`config.mk`:
```
export PLATFORM = sky130hd
export DESIGN_NAME = demux_1to2_stream
export DESIGN_NICKNAME = d
export VERILOG_FILES = /design/src/rtl/demux_1to2_stream.sv
export SDC_FILE = /design/constraint.sdc
export NUM_CORES = 1
export LEC_CHECK = 0
export ABC_AREA = 1
export CORE_ASPECT_RATIO = 1.25
export CORE_MARGIN = 2
export CORE_UTILIZATION = 53
export DETAILED_ROUTE_END_ITERATION = 16
export PLACE_DENSITY = 0.75
export SETUP_SLACK_MARGIN = 0.3
export SLEW_MARGIN = 30
export SYNTH_ARGS = -nofsm -noshare
export SYNTH_HDL_FRONTEND = slang
export SYNTH_SLANG_ARGS = --single-unit
```
`constraint.sdc`:
```
create_clock -name clk -period 2.2 [get_ports clk]
set_input_delay 0.44 -clock clk [delete_from_list [all_inputs] [get_ports clk]]
set_output_delay 0.44 -clock clk [all_outputs]
set_load 0.005 [all_outputs]
```
`src/rtl/demux_1to2_stream.sv`:
```
// rtl/demux_1to2_stream.sv - 1:2 stream demultiplexer with per-output FIFOs
module demux_1to2_stream #(
  parameter int WIDTH = 8,
  parameter int DEPTH = 2,
  parameter int CNT_W = 8
) (
  input  logic             clk,
  input  logic             rst_n,
  input  logic [WIDTH-1:0] in_data,
  input  logic             in_sel,
  input  logic             in_valid,
  output logic             in_ready,
  output logic [WIDTH-1:0] out0_data,
  output logic             out0_valid,
  input  logic             out0_ready,
  output logic [WIDTH-1:0] out1_data,
  output logic             out1_valid,
  input  logic             out1_ready,
  output logic [CNT_W-1:0] cnt0,
  output logic [CNT_W-1:0] cnt1
);

  localparam int PW = $clog2(DEPTH);
  localparam logic [PW:0] FULL_OCC = (PW+1)'(DEPTH);
  localparam logic [PW:0] OCC_ONE  = (PW+1)'(1);
  localparam logic [PW-1:0] PTR_ONE = PW'(1);

  logic [WIDTH-1:0] mem [2][DEPTH];
  logic [PW-1:0]    rd_ptr [2];
  logic [PW-1:0]    wr_ptr [2];
  logic [PW:0]      occ [2];
  logic [CNT_W-1:0] cnt [2];
  logic [WIDTH-1:0] head [2];
  logic [WIDTH-1:0] head_next [2];
  logic [1:0]       full;
  logic [1:0]       nonempty;
  logic [1:0]       push;
  logic [1:0]       pop;

  always_comb begin
    for (int i = 0; i < 2; i++) begin
      full[i]     = (occ[i] == FULL_OCC);
      nonempty[i] = (occ[i] != '0);
    end
    in_ready = in_sel ? !full[1] : !full[0];
    push[0]  = in_valid && in_ready && !in_sel;
    push[1]  = in_valid && in_ready && in_sel;
    pop[0]   = nonempty[0] && out0_ready;
    pop[1]   = nonempty[1] && out1_ready;
    // The head register tracks the oldest word; it keeps the last popped word once empty.
    for (int i = 0; i < 2; i++) begin
      head_next[i] = head[i];
      if (pop[i]) begin
        if (occ[i] > OCC_ONE)
          head_next[i] = mem[i][rd_ptr[i] + PTR_ONE];
        else if (push[i])
          head_next[i] = in_data;
      end else if (!nonempty[i] && push[i]) begin
        head_next[i] = in_data;
      end
    end
  end

  always_ff @(posedge clk or negedge rst_n) begin
    if (!rst_n) begin
      for (int i = 0; i < 2; i++) begin
        rd_ptr[i] <= '0;
        wr_ptr[i] <= '0;
        occ[i]    <= '0;
        cnt[i]    <= '0;
        head[i]   <= '0;
      end
    end else begin
      for (int i = 0; i < 2; i++) begin
        if (push[i]) begin
          wr_ptr[i] <= wr_ptr[i] + PTR_ONE;
          cnt[i]    <= cnt[i] + CNT_W'(1);
        end
        if (pop[i])
          rd_ptr[i] <= rd_ptr[i] + PTR_ONE;
        if (push[i] && !pop[i])
          occ[i] <= occ[i] + OCC_ONE;
        else if (pop[i] && !push[i])
          occ[i] <= occ[i] - OCC_ONE;
        head[i] <= head_next[i];
      end
    end
  end

  always_ff @(posedge clk) begin
    for (int i = 0; i < 2; i++) begin
      if (push[i])
        mem[i][wr_ptr[i]] <= in_data;
    end
  end

  assign out0_data  = head[0];
  assign out1_data  = head[1];
  assign out0_valid = nonempty[0];
  assign out1_valid = nonempty[1];
  assign cnt0       = cnt[0];
  assign cnt1       = cnt[1];

endmodule
```
==> results.md <==
* Synthesized instance count at between 300 and 400
* Vias/cell at a little under 5
* CTS sink count at 72
* Initial antenna violation count at 0
* Sw power at 0.00182 W
* Pre-Repair DR Iteration Count at 4
* Multiplexer share of the synthesized area at 0%
* Slew Limit Fails at 0
* Reg-to-reg slack, setup at between 0.4 and 0.5 ns
* Total power draw at 0.00524 W
* Netlist cell types at 22
* P_leak at around 2.0 nW
* Syn Nets at 394
* Die height at roughly 93 um
* Total gr overflow at 0
* Detailed-placement wirelength estimate at 4730 um
* Root Driver: clkbuf_8
* Req. time, crit path at roughly 1.8 ns
* Simple-Gate Fraction of Synth Area at 27.7%
* Iteration-0 DRC Markers at 183
* Largest cells by area after synthesis: dfrtp_1 (30%), edfxtp_1 (29%), nand2_1 (22%)
* Routed WL at 6980 um
* Internal at 0.00342 W
* Multi-input gate area at about 0.0013 mm^2
* H-tree levels at 3
* FF+latch count, synth at 72
* Worst-path fanout max at 3
* Clock slew at reported path FFs at about 0.080 ns
* Clock power frac at a little over a fifth
* PwrDens at between 1000 and 1500 mW/mm^2
* Synth area leader: dfrtp_1
* Area growth syn-to-layout at 27.4%
* CP Launch Type: flip-flop
* First-pass GRT wire length at roughly 12000 um
* Largest net degree at the start of global routing at 35
* Initial Utilization at 54.6%
* Drc violations at 0
* R2R Path Start: occ[3]
* Sequential share of the synthesized area at 58.7%
* Final setup violation count at 0
* Sequential cell area at ~0.0020 mm^2
* Warnings from Yosys at 0
* Input/output buffers at between 40 and 50
* Synth Area in Compound Gates at 1.20%
* Crit path DAT at between 1 and 1.5 ns
* Mapped Avg Cell Area at 9.08 um^2
* Fillers at 492
* Skew-Pair Late Insertion Delay at about 0.33 ns
* Placed Cells at just over 500
* CTS tree: built
* Via count at approximately 2600
* All-Layer GR Usage at between 20% and 30%
* Yosys top cell area share at between 20 and 30%
* Wire per inst at roughly 13 um
* Die width at 75.0 um
* Setup Skew at 0.00681 ns
* CORE AREA at around 0.006 mm^2
* XOR/XNOR Fraction of Synth Area at 4.19%
* Vias in the first global route at roughly 2600
* Comb power frac at 37.9%
* RSZ-0062 raised after global routing: yes
* Ports at ~50
* Crit Path Category: flip-flop to output port
* Reg2reg end: out0_data[7]
* CTS Buffer Depth at 2
* Switching share of power at a little over a third
* Achievable clock frequency at 541 MHz
* Post-route clock period utilization at a little over four fifths
* Final ANT Viol Nets at 0
* Flop pwr share at between 40% and 50%
* Status: completed
* R2R cell count at 10
* RePlAce Congestion at around 0.77
* Synth Cell Area at between 0.003 and 0.004 mm^2
* Slew @ Worst Pin at between 0.3 and 0.4 ns
* Rows at 32
* Total Neg Setup Slack at 0 ns
* Share of cells above drive strength 1 at around a tenth
* Nets at approximately 460
* Period minus WS final at about 1.8 ns
* Worst slew margin at between 70% and 80%
* Antenna Cells at 0
* Die area at approximately 0.0070 mm^2
* Final non-filler cell total at 528
* Worst vdd ir at 0.000721 V
* Combinational family with the most area after synthesis: simple AND/OR/NAND/NOR gates
* Max-Cap Viols at 0
* CTS Buf Count at 9
* HP Class: primary input to asynchronous set/reset pin
* Adder-Cell Fraction of Synth Area at under 10%
* Final hold vios at 0
* CP endpoint kind: output port
## layout by cell type, fill, tap and decap left out, drive strengths merged
master,instances
nand3,9
xnor2,5
edfxtp,32
clkinv,4
a21oi,2
xor2,11
o21ai,3
clkbuf,12
dfrtp,40
clkdlybuf4s15,1
nand3b,1
clkdlybuf4s50,44
dlygate4sd3,1
nor2,16
buf,13
inv,28
ha,12
nand4,3
bufinv,1
dlygate4sd2,2
clkinvlp,1
nand2,202
## registers in the layout (all words and copies together) (netlist names)
signal	count
wr_ptr	2
cnt0	8
rd_ptr	2
cnt1	8
mem	32
out1_data	8
occ	4
out0_data	8
## worst max-delay path: stages, from the launching register on
cell             delay [ns]
dfrtp_1                0.38
buf_4                  0.15
ha_1                   0.19
o21ai_1                0.14
clkdlybuf4s15_1        0.22
## logic make-up (layout without fill, tap and decap cells)
kind of cell / Yosys count / in the layout
simple gates: 231 / 231
xor+xnor: 16 / 16
flops: 72 / 72
fa+ha+maj: 12 / 12
buf+inv: 32 / 107
compound gates: 5 / 5
## layer usage
layer  wire length, um  track usage (%)  vias up
li1                  -                -     1278
met1              3080             29.2     1228
met2              3500             37.5       53
met3               286             4.79       12
met4               113             8.18        0
met5                 0                0        -
## cell usage after synthesis, drive strengths merged
library cell / n
xnor2: 5
ha: 12
edfxtp: 32
nand2: 202
nand4: 3
inv: 28
xor2: 11
nand3: 9
a21oi: 2
nand3b: 1
o21ai: 3
nor2: 16
clkinv: 2
dfrtp: 40
buf: 2
## final cells by class
cell class	instances	area share, %
clock inverter	4	1.12
sequential	72	46.1
timing repair buffer	61	13.7
multi-input combinational	264	29.8
inverter	30	2.64
tap	85	2.50
clock buffer	12	4.17
## worst max-delay path by stage
stage,startpoint,end,slack (ns)
floorplan,occ[2],mem[0][0],0.49
finish,occ[3],in_ready,0.35
global route,occ[3],out0_data[2],0.26
detailed placement,in_sel,in_ready,0.10
CTS,occ[3],in_ready,0.28
global placement,in_sel,in_ready,0.16
## through the flow
stage                     cell area, um^2  utilization [%]  worst slack, ns  hold slack (ns)
after global placement               3990             65.1            0.157            0.286
final                                4260             69.5            0.352            0.483
after global routing                 4260             69.5            0.259            0.475
after floorplan                      3340                -            0.489            0.144
after detailed placement             3990             65.1            0.103            0.292
after CTS                            4250             69.4            0.278            0.468
## power by group through the flow
| stage | Clock (W) | Combinational (W) | Sequential (W) |
|---|---|---|---|
| 2_1_floorplan | 0 | 0.00110 | 0.00207 |
| 6_report | 0.00115 | 0.00199 | 0.00211 |
| 5_1_grt | 0.00122 | 0.00227 | 0.00216 |
| 4_1_cts | 0.00116 | 0.00200 | 0.00211 |
| 3_5_place_dp | 0 | 0.00193 | 0.00214 |
| 3_3_place_gp | 0 | 0.00187 | 0.00213 |
## timing repair
| item | CTS | global route |
|---|---|---|
| gates cloned | 0 | 0 |
| hold buffers | 1 | 0 |
| setup endpoints to repair | 3 | 14 |
| gates resized for setup | 5 | 4 |
| hold endpoints to repair | 6 | 0 |
| buffers inserted | 4 | 0 |
Power figures use the tool's default switching activity.
